===== config.mk =====
export PLATFORM = sky130hd
export DESIGN_NAME = alu_seq_n_flat
export DESIGN_NICKNAME = d
export VERILOG_FILES = /design/src/rtl/alu_seq_n_if.sv /design/src/rtl/alu_seq_n.sv /design/src/flat_wrapper.sv
export SDC_FILE = /design/constraint.sdc
export NUM_CORES = 1
export LEC_CHECK = 0
export CORE_AREA = 2 2 157 159
export CTS_CLUSTER_DIAMETER = 40
export DETAILED_ROUTE_END_ITERATION = 10
export DIE_AREA = 0 0 159 161
export GPL_TIMING_DRIVEN = 0
export PLACE_DENSITY = 0.61
export SLEW_MARGIN = 20
export SYNTH_ARGS = -nofsm -noshare
export SYNTH_HDL_FRONTEND = slang
export SYNTH_SLANG_ARGS = --single-unit
export TNS_END_PERCENT = 5

===== constraint.sdc =====
create_clock -name clk -period 6.5 [get_ports clk]
set_input_delay 1.95 -clock clk [delete_from_list [all_inputs] [get_ports clk]]
set_output_delay 1.95 -clock clk [all_outputs]
set_load 0.01 [all_outputs]

===== src/rtl/alu_seq_n_if.sv =====
// Operand/result bundle for alu_seq_n: request side (start, operands, opcode)
// and result side (registered result, status flags, busy/done handshake).
interface alu_seq_n_if #(
  parameter int N = 32
);
  logic         start;
  logic [N-1:0] A;
  logic [N-1:0] B;
  logic [3:0]   CNT;
  logic [N-1:0] D;
  logic         carry_out;
  logic         zero;
  logic         negative;
  logic         overflow;
  logic         busy;
  logic         done;

  modport master (
    output start, A, B, CNT,
    input  D, carry_out, zero, negative, overflow, busy, done
  );

  modport slave (
    input  start, A, B, CNT,
    output D, carry_out, zero, negative, overflow, busy, done
  );
endinterface


===== src/rtl/alu_seq_n.sv =====
// Registered N-bit ALU. Add/sub/compare/logic complete at the accept edge;
// rotates and shifts step one bit position per clock through an internal
// accumulator, so no barrel shifter is built.
module alu_seq_n #(
  parameter int N = 32
) (
  input  logic        clk,
  input  logic        rst,
  alu_seq_n_if.slave  bus
);
  localparam int S = $clog2(N);

  typedef enum logic {IDLE, SHIFT} state_t;

  state_t       state_reg;
  logic [N-1:0] acc_reg;
  logic [3:0]   op_reg;
  logic [S-1:0] remain_reg;
  logic [N-1:0] d_reg;
  logic         carry_reg;
  logic         zero_reg;
  logic         negative_reg;
  logic         overflow_reg;
  logic         busy_reg;
  logic         done_reg;

  logic [S-1:0] k;
  logic         is_shift;
  logic [N-1:0] b_eff;
  logic [N:0]   sum;
  logic [N-1:0] res;
  logic         res_c;
  logic         res_v;
  logic [N-1:0] step_acc;
  logic         step_bit;

  assign k        = bus.B[S-1:0];
  assign is_shift = (bus.CNT >= 4'h9) && (bus.CNT <= 4'hD);

  // Single-cycle result for everything except a shift with a non-zero amount.
  // Subtraction reuses the adder as A + ~B + 1.
  always_comb begin
    b_eff = (bus.CNT == 4'h1) ? ~bus.B : bus.B;
    sum   = {1'b0, bus.A} + {1'b0, b_eff} + {{N{1'b0}}, (bus.CNT == 4'h1)};
    res   = '0;
    res_c = 1'b0;
    res_v = 1'b0;
    case (bus.CNT)
      4'h0, 4'h1: begin
        res   = sum[N-1:0];
        res_c = sum[N];
        res_v = (bus.A[N-1] == b_eff[N-1]) && (sum[N-1] != bus.A[N-1]);
      end
      4'h2: res = {N{bus.A >= bus.B}};
      4'h3: res = {N{bus.A <  bus.B}};
      4'h4: res = {N{bus.A != bus.B}};
      4'h5: res = {N{bus.A == bus.B}};
      4'h6: res = bus.A & bus.B;
      4'h7: res = bus.A | bus.B;
      4'h8: res = bus.A ^ bus.B;
      4'h9, 4'hA, 4'hB, 4'hC, 4'hD: res = bus.A;  // shift by zero
      default: res = '0;
    endcase
  end

  // One-position step of the captured shift/rotate and the bit it pushes out.
  always_comb begin
    step_acc = acc_reg;
    step_bit = 1'b0;
    case (op_reg)
      4'h9: begin step_acc = {acc_reg[N-2:0], acc_reg[N-1]}; step_bit = acc_reg[N-1]; end
      4'hA: begin step_acc = {acc_reg[0], acc_reg[N-1:1]};   step_bit = acc_reg[0];   end
      4'hB: begin step_acc = {acc_reg[N-2:0], 1'b0};         step_bit = acc_reg[N-1]; end
      4'hC: begin step_acc = {1'b0, acc_reg[N-1:1]};         step_bit = acc_reg[0];   end
      4'hD: begin step_acc = {acc_reg[N-1], acc_reg[N-1:1]}; step_bit = acc_reg[0];   end
      default: begin step_acc = acc_reg; step_bit = 1'b0; end
    endcase
  end

  // Control FSM with registered result, flags and handshake outputs.
  always_ff @(posedge clk or posedge rst) begin
    if (rst) begin
      state_reg    <= IDLE;
      acc_reg      <= '0;
      op_reg       <= '0;
      remain_reg   <= '0;
      d_reg        <= '0;
      carry_reg    <= 1'b0;
      zero_reg     <= 1'b0;
      negative_reg <= 1'b0;
      overflow_reg <= 1'b0;
      busy_reg     <= 1'b0;
      done_reg     <= 1'b0;
    end else begin
      done_reg <= 1'b0;
      case (state_reg)
        IDLE: begin
          if (bus.start) begin
            if (is_shift && (k != '0)) begin
              acc_reg    <= bus.A;
              op_reg     <= bus.CNT;
              remain_reg <= k;
              busy_reg   <= 1'b1;
              state_reg  <= SHIFT;
            end else begin
              d_reg        <= res;
              carry_reg    <= res_c;
              overflow_reg <= res_v;
              zero_reg     <= (res == '0);
              negative_reg <= res[N-1];
              done_reg     <= 1'b1;
            end
          end
        end
        SHIFT: begin
          acc_reg    <= step_acc;
          remain_reg <= remain_reg - S'(1);
          if (remain_reg == S'(1)) begin
            d_reg        <= step_acc;
            carry_reg    <= step_bit;
            overflow_reg <= 1'b0;
            zero_reg     <= (step_acc == '0);
            negative_reg <= step_acc[N-1];
            done_reg     <= 1'b1;
            busy_reg     <= 1'b0;
            state_reg    <= IDLE;
          end
        end
        default: state_reg <= IDLE;
      endcase
    end
  end

  assign bus.D         = d_reg;
  assign bus.carry_out = carry_reg;
  assign bus.zero      = zero_reg;
  assign bus.negative  = negative_reg;
  assign bus.overflow  = overflow_reg;
  assign bus.busy      = busy_reg;
  assign bus.done      = done_reg;
endmodule


===== src/flat_wrapper.sv =====
// flat-port wrapper written by rule: the top's interface ports become plain ports
module alu_seq_n_flat 
#(
  parameter int N = 32
)
  (clk, rst, bus_start, bus_A, bus_B, bus_CNT, bus_D, bus_carry_out, bus_zero, bus_negative, bus_overflow, bus_busy, bus_done);
  alu_seq_n_if #(.N(N)) bus_i ();
  input  logic clk;
  input  logic rst;
  input wire logic [$bits(bus_i.start)-1:0] bus_start;
  input wire logic [$bits(bus_i.A)-1:0] bus_A;
  input wire logic [$bits(bus_i.B)-1:0] bus_B;
  input wire logic [$bits(bus_i.CNT)-1:0] bus_CNT;
  output wire logic [$bits(bus_i.D)-1:0] bus_D;
  output wire logic [$bits(bus_i.carry_out)-1:0] bus_carry_out;
  output wire logic [$bits(bus_i.zero)-1:0] bus_zero;
  output wire logic [$bits(bus_i.negative)-1:0] bus_negative;
  output wire logic [$bits(bus_i.overflow)-1:0] bus_overflow;
  output wire logic [$bits(bus_i.busy)-1:0] bus_busy;
  output wire logic [$bits(bus_i.done)-1:0] bus_done;
  assign bus_i.start = bus_start;
  assign bus_i.A = bus_A;
  assign bus_i.B = bus_B;
  assign bus_i.CNT = bus_CNT;
  assign bus_D = bus_i.D;
  assign bus_carry_out = bus_i.carry_out;
  assign bus_zero = bus_i.zero;
  assign bus_negative = bus_i.negative;
  assign bus_overflow = bus_i.overflow;
  assign bus_busy = bus_i.busy;
  assign bus_done = bus_i.done;
  alu_seq_n #(.N(N)) u_core (.clk(clk), .rst(rst), .bus(bus_i));
endmodule

==> results.md, run 1 <==
* Status: complete, no violations
* Slew @ Worst Pin at ~0.97 ns
* Logic depth of the worst register-to-register path at 10
* Vias in the first global route at about 9,000
* Clock Latency Late Sink at 0.35 ns
* Synth Instances at 1,222
* Critical Path RT at a little under 7 ns
* Post-Synth Simple-Gate Area at 0.1943
* WHS at 0.4763 ns
* Post-Syn Area at 9384 µm²
* Rel. slew slack at 0.3541
* Worst Path Arrival at 6.46 ns
* Area fraction in compound gates after synthesis at 0.2817
* Via count at 9,860
* Mean number of vias per cell at 5.901
* Post-synthesis sequential area ratio at 0.2107
* CP cell instances: clkdlybuf4s50_1 > inv_1 > ha_1 > nor4_2 > nand4_1 > or3_1 > nor2b_1 > and4_4 > o41ai_4 > clkbuf_1 > o21ai_0 > o21ai_0
* Worst path max stage delay at ~0.60 ns
* Placement Cell Area at 10,910 µm²
* Antenna violations before repair at 0
* Total GRT Usage at 0.2750
* H-tree lvl count at 3
* CP dominant cell by count: o21ai_0
* Crit share post-route at 0.9540
* DRC violations left at 0
* Max-slew violations at 0
* Main combinational cell family by area after synthesis: compound AO/OA/AOI/OAI gates
* Worst path slowest cell: o41ai_4
* Hold Fails Final Rpt at 0
* Hold path cells at 2
* Post-DP HPWL at 28,730 µm
* Antenna Diode Count at 0
* Worst vdd ir at 0.0001587 V
* Number of DRC markers in iteration 0 at 1,027
* Min Tclk post-route at between 6 and 7 ns
* Adder-Cell Fraction of Synth Area at 0.1741
* IO Count at 109
* Clock sinks at 79
* Die area at 25,600 µm²
* Total Power Consumption at just under 0.004 W
* Total wire length at 35,840 µm
* Worst path depth at 12
* Post-synthesis xor/xnor area fraction at 0.04760
* Critical path's top delay family: simple AND/OR/NAND/NOR gates
* Final #Nets at 1,543
* Setup bufs post-CTS at 0
* Power Density at 346.6 nW/µm²
* CTS root buffer: clkbuf_16
* Setup TNS at 0 ns
* Multiplexer area fraction after synthesis at 0.01880
* Clk slew on worst S/H paths at 0.06 ns
* Chip width at approximately 160 µm
* Fmax at 161.3 MHz
* Syn avg cell area at 7.679 µm²
* MaxCap Viol Count at 0
* Layout cells sized above 1 at 0.04529
* Clk buf depth at 2
* Dpl cells at 1,655
* Post-route ant nets at 0
* CP Capture Type: flip-flop
* RSZ-0062 raised after global routing: no
* Finished Cell Area at 11,270 µm²
* Die height at 161 µm
* Largest net degree at the start of global routing at 51
* Async SR Flop Fraction at 1.000
* EDFF count, synth at 0
* Post-synth top flop: dfrtp_1
* Hold buffers post-CTS at 0
* Synth warn at 0
* Initial core utilization at 0.3916
* WP buf/inv at 3
* Core Box Area at 23,960 µm²
* Leakage at just over 5 nW
* Yosys reg bits at 79
* Hold Crit Class: reg2reg
* RePlAce Congestion at 0.9357
* First-pass GRT wire length at 54,950 µm
* Netlist cell types at 78
* Max FFs per register at 32
* CTS tree: built
* CP Class: in2reg
* Syn nets at 1,423
* Post-route insts no fill at 1,671
* Setup Skew at 0.009864 ns
* Site row count at 57
* IO buf count at 108
* DR WL/cell at 21.45 µm
* Setup-failing EPs final at 0
* CP max FO at 10
* First drt pass iteration count at 5
* Critical Path Source Type: primary input
* Layout overhead on the synthesized area at 20.07%
* GRT overflow at 0
* CTS buffer count at 9
==> where the power goes <==
group          total, W  switching [W]  internal (W)
combinational   0.00235        0.00141      0.000944
clock          0.000571       0.000222      0.000349
sequential     0.000980       0.000232      0.000749
total           0.00391        0.00186       0.00204
==> Yosys cell counts (all sizes together) (4+ instances only) <==
library cell	instances	share of area
a21o	23	0.018
o31ai	14	0.011
buf	18	0.010
a32oi	4	0.0037
nand4	19	0.013
dfrtp	79	0.21
and2	6	0.0043
a222oi	5	0.0053
a211oi	21	0.020
o41ai	4	0.0045
nor3b	5	0.0040
mux2	5	0.0060
o21a	18	0.014
or2	4	0.0027
nand2b	13	0.0087
or3	8	0.0053
ha	129	0.17
a221o	11	0.012
nor2b	11	0.0073
xnor2	44	0.041
nor3	12	0.0064
xor2	7	0.0065
a221oi	21	0.021
nand2	168	0.067
mux2i	12	0.013
nor4	14	0.010
a21boi	5	0.0040
o21ai	64	0.034
a31oi	27	0.018
or4	5	0.0044
a21oi	84	0.045
and4	4	0.0040
o31a	6	0.0056
a22oi	28	0.022
o211ai	7	0.0056
and3	4	0.0027
nand3	15	0.0080
inv	99	0.040
a22o	9	0.0084
nor2	93	0.037
a211o	4	0.0037
clkbuf	56	0.022
==> through the flow <==
step           setup slack [ns]    util
3_3_place_gp            -0.4248  0.4536
3_5_place_dp            -0.4313  0.4554
2_1_floorplan             1.036       -
5_1_grt                 0.03400  0.4702
4_1_cts                 0.08258  0.4697
6_report                 0.2993  0.4702
==> cell type report <==
class | count | area (µm²)
fillers | 2485 | 12700
plain buffers | 74 | 314.1
clock buffers | 10 | 239.0
clock inverters | 6 | 92.59
well taps | 324 | 405.4
inverters | 100 | 377.9
multi-input cells | 969 | 6753
flip-flops and latches | 79 | 1977
repair buffers | 109 | 1109
==> cell families (layout without fill, tap and decap cells) <==
group	Yosys count	in the layout
buf+inv	174	299
simple gates	390	390
xor+xnor	51	51
compound gates	381	381
fa+ha+maj	130	130
mux	17	17
flops	79	79
==> timing repair <==
| item | CTS | global route |
|---|---|---|
| endpoints found under the setup margin | 3 | 6 |
| endpoints found under the hold margin | 0 | 0 |
| gates resized for setup | 2 | 8 |
==> path summary, 6_finish.rpt <==
| kind | slack (ns) | start | endpoint |
|---|---|---|---|
| hold reg to reg | 0.48 | u_core.bus.D[27] | u_core.bus.D[27] |
| max in group asynchronous | 3.96 | rst | u_core.acc_reg[1] |
| setup / recovery | 0.30 | bus_A[31] | u_core.bus.D[3] |
| setup reg to reg | 3.30 | u_core.op_reg[1] | u_core.bus.zero |
| hold / removal | 0.48 | u_core.bus.D[27] | u_core.bus.D[27] |
| min in group asynchronous | 1.96 | rst | u_core.bus.D[30] |
==> routing by layer <==
metal	vias up	global-route usage	wire length, µm
li1	4655	-	-
met1	4731	0.3987	16230
met2	438	0.4411	16260
met3	36	0.03518	2880
met4	0	0.05413	471
met5	-	0	0
==> placed cells by master (no fill, tap or decap), types with 19 or more instances in the layout <==
cell	netlist	layout
a221oi_1	19	19
clkdlybuf4s50_1	0	108
a21oi_1	83	83
a21o_1	23	23
dfrtp_1	79	79
nand2_1	168	168
inv_1	99	98
ha_1	129	129
nand4_1	19	19
xnor2_1	44	44
o21ai_0	53	53
a22oi_1	28	28
clkbuf_1	56	53
a31oi_1	27	27
nor2_1	93	92
==> worst min-delay path: stages, from the launching register on <==
cell,delay (ns)
dfrtp_1,0.34
nand2_1,0.04
o21ai_0,0.06
Note: power is estimated with default switching activity, not from simulation.
==> run 2, diff against run 1 <==
- HOLD_SLACK_MARGIN: default -> 0.1
- REMOVE_ABC_BUFFERS: default -> 1
- clock period: 6.5 -> 7.8 ns (I/O delays scaled with it)
==> results.md, run 2 (synthesized netlist as in run 1, its figures left out) <==
* Status: complete, no violations
* First drt pass iteration count at 6 (+1)
* Via count at 9,269 (-6.0%)
* Antenna Diode Count at 0 (unchanged)
* IO buf count at 108 (unchanged)
* Commonest non-fill, non-tap cells in the layout: nand2_1 (168), ha_1 (129), clkdlybuf4s50_1 (105)
* Setup Skew at 0.009350 ns (-0.0005140 ns)
* Clk pwr share at 0.132 (-0.014)
* Largest net degree at the start of global routing at 41 (-20%)
* FF/Latch Area at 1978 µm² (about the same)
* Internal at 0.001633 W (-20%)
* H-tree lvl count at 3 (unchanged)
* Mean number of vias per cell at 5.754 (-2.5%)
* DRC violations left at 0 (unchanged)
* DR WL/cell at 19.15 µm (-11%)
* Sw power at 0.001472 W (-21%)
* MaxCap Viol Count at 0 (unchanged)
* CTS root buffer: clkbuf_16
* CTS buffer count at 9 (unchanged)
* Power Density at 278.5 nW/µm² (-20%)
* Most common cell after layout, fill and taps aside: nand2_1
* Die area at 25,600 µm² (unchanged)
* Met1 Use GR at 0.3374 (-0.06121)
* Setup WS pre-CTS at -0.01373 ns (+0.4176 ns)
* Hold buffers post-CTS at 0 (unchanged)
* Max-slew violations at 0 (unchanged)
* Crit share post-route at 0.9630
* Worst R2R Start: u_core.state_reg
* Hold Path Sink: u_core.bus.D[9]
* Critical Path Source Type: primary input
* Layout overhead on the synthesized area at 18.81%
* CP max FO at 21 (+11)
* Chip width at 159 µm (unchanged)
* Hold Startpoint: u_core.bus.D[9]
* Hold path cells at 1 (-1)
* Final #Nets at 1,483 (-3.9%)
* GRT overflow at 0 (unchanged)
* Hold Fails Final Rpt at 0 (unchanged)
* Hold Crit Class: reg2reg
* Post-DP HPWL at 23,380 µm (-19%)
* IO Count at 109 (unchanged)
* Post-route setup slack at 0.2888 ns (-0.01052 ns)
* Number of DRC markers in iteration 0 at 991 (-3.5%)
* Die height at 161 µm (unchanged)
* Core Box Area at 23,960 µm² (unchanged)
* RR Endpoint: u_core.bus.zero
* Vias in the first global route at 8,945 (-1.7%)
* Leakage at 5.015 nW (-0.59%)
* Fmax at 133.1 MHz
* Post-route ant nets at 0 (unchanged)
* Clk buf depth at 2 (unchanged)
* First-pass GRT wire length at 49,640 µm (-9.7%)
* Footprint of the multi-input gates at 6807 µm² (+0.80%)
* Met2 GRT Util at 0.3951 (-0.04605)
* Setup TNS at 0 ns (unchanged)
* Worst Path Arrival at 7.78 ns (+1.32 ns)
* GRT Max-Usage Layer: met2
* WHS at 0.4758 ns (-0.0005170 ns)
* Net switching share of the total power at 0.4740 (-0.003106)
* Logic depth of the worst register-to-register path at 9 (-1)
* Total wire length at 30,850 µm (-14%)
* Fillcell total at 2,440 (-1.8%)
* Slew @ Worst Pin at 0.9937 ns (+0.02842 ns)
* Clock sinks at 79 (unchanged)
* Max FFs per register at 32 (unchanged)
* Clk slew on worst S/H paths at 0.07 ns (about the same)
* Initial core utilization at 0.3916 (unchanged)
* RSZ-0062 raised after global routing: no
* Critical Path RT at 8.06 ns (+1.30 ns)
* Met3 GRT Util at 0.03647 (+0.001284)
* CP Capture Type: flip-flop
* Total Power Consumption at 0.003105 W (-20%)
* Min Tclk post-route at 7.511 ns
* Worst vdd ir at 0.0001543 V (-2.8%)
* CP Class: in2reg
* Antenna violations before repair at 0 (unchanged)
* CTS tree: built
* Total GRT Usage at 0.2418 (-0.03327)
* Clock Latency Late Sink at 0.35 ns (about the same)
* Layout cells sized above 1 at 0.05672 (+0.01144)
* Rel. slew slack at 0.3355 (-0.01864)
* Flop pwr share at 0.268 (+0.017)
* RePlAce Congestion at 0.8833 (-5.6%)
* Setup-failing EPs final at 0 (unchanged)
* Site row count at 57 (unchanged)
* Combinational share of power at 0.601 (-0.002)
* Worst R2R Setup Slack at 4.26 ns (+0.96 ns)
==> run 2: power by group through the flow <==
stage / sequential (W) / combinational [W] / clock [W]
4_1_cts: 0.000828 / 0.00184 / 0.000414
2_1_floorplan: 0.000816 / 0.00115 / 0
6_report: 0.000831 / 0.00186 / 0.000409
3_3_place_gp: 0.000828 / 0.00177 / 0
5_1_grt: 0.000862 / 0.00208 / 0.000428
3_5_place_dp: 0.000834 / 0.00183 / 0
==> run 2: metrics by stage <==
step	instance area [µm²]	util	cells
after global routing	11150	0.4653	1611
after detailed placement	10870	0.4536	1595
final	11150	0.4653	1611
after floorplan	9076	-	1148
after CTS	11150	0.4651	1611
after global placement	10560	0.4408	1580
==> run 2: layout make-up <==
type / count / area share
clock buffers: 11 / 0.02177
clock inverters: 5 / 0.003030
inverters: 100 / 0.03389
multi-input cells: 969 / 0.6105
flip-flops and latches: 79 / 0.1774
well taps: 324 / 0.03636
repair buffers: 123 / 0.1170
==> run 2: how the worst max path moves through the flow <==
stage | startpoint | cells past startpoint | slack [ns] | end
global placement | bus_CNT[0] | 14 | -3.92 | u_core.bus.D[29]
CTS | bus_CNT[3] | 16 | 0.31 | u_core.bus.zero
floorplan | bus_CNT[2] | 13 | -0.09 | u_core.bus.D[29]
global route | bus_CNT[2] | 16 | 0.009 | u_core.bus.zero
detailed placement | bus_CNT[3] | 16 | -0.01 | u_core.bus.zero
finish | bus_CNT[2] | 16 | 0.29 | u_core.bus.zero
==> run 2: timing repair <==
action	in CTS	in global routing
gates resized for setup	0	1
setup endpoints to repair	0	1
setup buffers	0	0
hold endpoints to repair	0	0
==> run 2: per-layer routing <==
layer / routed length (µm) / share of wire
met1: 14480 / 0.47
met2: 14080 / 0.46
met3: 1736 / 0.056
met4: 553 / 0.018
met5: 0 / 0
==> run 2: critical path, stage by stage <==
cell	delay, ns
clkdlybuf4s50_1	0.92
nor4b_4	0.58
buf_6	0.22
buf_4	0.23
xnor2_1	0.09
ha_1	0.42
nand4_1	0.20
or3_1	0.42
nor2_1	0.24
o211a_1	0.31
nor2_1	0.17
a211oi_1	0.39
xor2_1	0.16
a211oi_1	0.56
nand4_1	0.25
o31ai_1	0.27
==> run 3, diff against run 2 <==
- CORE_AREA: 2 2 157 159 -> 4 4 159 161
- DIE_AREA: 0 0 159 161 -> 0 0 163 165
- PLACE_DENSITY: 0.61 -> default
==> results.md, run 3 (synthesized netlist as in run 1, its figures left out) <==
* Status: complete, no violations
* Hold Crit Class: reg2reg
* Setup Skew at 0.008116 ns (-0.001233 ns)
* RSZ-0062 raised after global routing: no
* CTS-repair resized insts at 0 (unchanged)
* GRT overflow at 0 (unchanged)
* Site row count at 57 (unchanged)
* Die height at 165 µm (+2.5%)
* Slew @ Worst Pin at 1.023 ns (+0.02919 ns)
* Vias in the first global route at 8,919 (-0.29%)
* RR Endpoint: u_core.bus.zero
* CP cell instances: dlymetal6s2s_1 > nor4b_4 > buf_4 > buf_4 > xnor2_1 > ha_1 > nand4_1 > or3_1 > nor2_1 > o211a_1 > nor2_1 > a211oi_1 > xor2_1 > a211oi_1 > nand4_1 > o31ai_1
* Worst path depth at 16 (unchanged)
* Commonest non-fill, non-tap cells in the layout: nand2_1 (168), ha_1 (129), clkdlybuf4s50_1 (104)
* Fillcell total at 2,445 (+0.20%)
* First-pass GRT wire length at 49,320 µm (-0.64%)
* IO buf count at 108 (unchanged)
* Hold Fails Final Rpt at 0 (unchanged)
* Crit share post-route at 0.8865 (-0.07652)
* Worst path slowest cell: a211oi_1
* Sw power at 0.001455 W (-1.2%)
* CTS buffer count at 9 (unchanged)
* Antenna violations before repair at 0 (unchanged)
* Clk slew on worst S/H paths at 0.06 ns (about the same)
* First drt pass iteration count at 5 (-1)
* Initial core utilization at 0.3916 (unchanged)
* Flop pwr share at 0.269 (about the same)
* Footprint of the multi-input gates at 6807 µm² (unchanged)
* Post-DP HPWL at 23,640 µm (+1.1%)
* Power Density at 276.8 nW/µm² (-0.62%)
* Leakage at 5.031 nW (+0.32%)
* Clock Latency Late Sink at 0.35 ns (about the same)
* Clk buf depth at 2 (unchanged)
* Largest net degree at the start of global routing at 53 (+29%)
* Die area at 26,900 µm² (+5.1%)
* Fmax at 144.6 MHz (+8.6%)
* WL met2 at 14,320 µm (+1.7%)
* Logic depth of the worst register-to-register path at 9 (unchanged)
* Clock sinks at 79 (unchanged)
* CP Class: in2reg
* Critical Path RT at 8.06 ns (about the same)
* Max Used Layer: met4
* Setup-failing EPs final at 0 (unchanged)
* Layout overhead on the synthesized area at 18.93%
* Setup bufs post-CTS at 0 (unchanged)
* Setup TNS at 0 ns (unchanged)
* FF/Latch Area at 1978 µm² (unchanged)
* IO Count at 109 (unchanged)
* Rel. slew slack at 0.3170 (-0.01850)
* Worst R2R Start: u_core.state_reg
* Crit path to: u_core.bus.zero
* CP max FO at 22 (+4.8%)
* Max FFs per register at 32 (unchanged)
* CP Capture Type: flip-flop
* CTS root buffer: clkbuf_16
* Worst setup path startpoint: bus_CNT[1]
* Total GRT Usage at 0.2298 (-0.01194)
* Hold buffers post-CTS at 0 (unchanged)
* Chip width at 163 µm (+2.5%)
* WP buf/inv at 3 (unchanged)
* H-tree lvl count at 3 (unchanged)
* Combinational share of power at 0.598 (-0.003)
* Mean number of vias per cell at 5.819 (+1.1%)
* Final #Nets at 1,484 (+0.067%)
* Most common cell after layout, fill and taps aside: nand2_1
* DR WL/cell at 19.28 µm (+0.71%)
* Min Tclk post-route at 6.914 ns (-0.5969 ns)
* Core Box Area at 23,960 µm² (unchanged)
* Worst Path Arrival at 7.17 ns (-0.61 ns)
* Worst R2R Setup Slack at 4.25 ns (about the same)
* MaxCap Viol Count at 0 (unchanged)
* Worst vdd ir at 0.0001657 V (+7.3%)
* CTS tree: built
* Critical Path Source Type: primary input
* Net switching share of the total power at 0.4709 (-0.003015)
* Met3 WL post-DR at 1761 µm (+1.4%)
* Worst path max stage delay at 0.54 ns (-0.38 ns)
* Critical path's top delay family: simple AND/OR/NAND/NOR gates
* DRC violations left at 0 (unchanged)
* Length of routed wiring on met1 at 14,250 µm (-1.5%)
* Post-route ant nets at 0 (unchanged)
* Layout cells sized above 1 at 0.05745 (+0.0007324)
* Number of DRC markers in iteration 0 at 1,066 (+7.6%)
* Internal at 0.001634 W (about the same)
* Clk pwr share at 0.133 (about the same)
* RePlAce Congestion at 0.8929 (+1.1%)
* Max-slew violations at 0 (unchanged)
* Final core utilization at 0.4657 (+0.0004700)
* Via count at 9,381 (+1.2%)
* Total wire length at 31,090 µm (+0.77%)
* Antenna Diode Count at 0 (unchanged)
[run 3: cell types whose count changed in the layout (fill, tap and decap cells not counted)]
cell / change
dlymetal6s2s_1: +1
buf_12: +1
buf_6: -3
buf_4: +3
clkdlybuf4s50_1: -1
[run 3: per-stage QoR]
step / area, µm² / setup WS, ns / hold slack (ns) / total power (W) / cells
after floorplan: 9076 / -0.08541 / 0.5070 / 0.001968 / 1148
after global placement: 10560 / -3.977 / 0.4618 / 0.002599 / 1580
after detailed placement: 10880 / -0.02412 / 0.4650 / 0.002664 / 1596
after CTS: 11160 / 0.3130 / 0.4812 / 0.003087 / 1612
after global routing: 11160 / 0.4816 / 0.4997 / 0.003367 / 1612
final: 11160 / 0.8857 / 0.4780 / 0.003089 / 1612
[run 3: power by group through the flow]
stage	sequential [W]	clock, W	combinational, W
after floorplan	0.000816	0	0.00115
after global placement	0.000830	0	0.00177
after detailed placement	0.000832	0	0.00183
after CTS	0.000827	0.000418	0.00184
after global routing	0.000864	0.000439	0.00206
final	0.000830	0.000412	0.00185
[run 3: worst register-to-register path, stage by stage, from the launching register on]
cell and delay, ns:
dfrtp_2 0.66, inv_2 0.50, a31oi_4 0.43, a211oi_1 0.41, o2111ai_1 0.21, nor4_1 0.27
nand4_1 0.17, nor4_1 0.34, nand4_1 0.20, o31ai_1 0.27
[run 3: area by class of cell]
class | instances | area share
clock inverter | 5 | 0.003027
multi-input combinational | 969 | 0.6099
timing repair buffer | 124 | 0.1179
inverter | 100 | 0.03386
clock buffer | 11 | 0.02175
sequential | 79 | 0.1772
tap | 324 | 0.03632
[run 3: worst min-delay path by stage]
stage / startpoint / slack [ns] / endpoint / cells past startpoint
2_1_floorplan: u_core.bus.D[18] / 0.51 / u_core.bus.D[18] / 2
3_3_place_gp: u_core.bus.D[29] / 0.46 / u_core.bus.D[29] / 1
3_5_place_dp: u_core.bus.D[12] / 0.46 / u_core.bus.D[12] / 1
4_1_cts: u_core.bus.D[29] / 0.48 / u_core.bus.D[29] / 1
5_1_grt: u_core.bus.D[2] / 0.50 / u_core.bus.D[2] / 2
6_report: u_core.bus.D[29] / 0.48 / u_core.bus.D[29] / 1
[run 3: routing by layer]
layer	up-vias	GRT usage
li1	4511	-
met1	4500	0.3219
met2	324	0.3683
met3	46	0.03319
met4	0	0.06824
met5	-	0
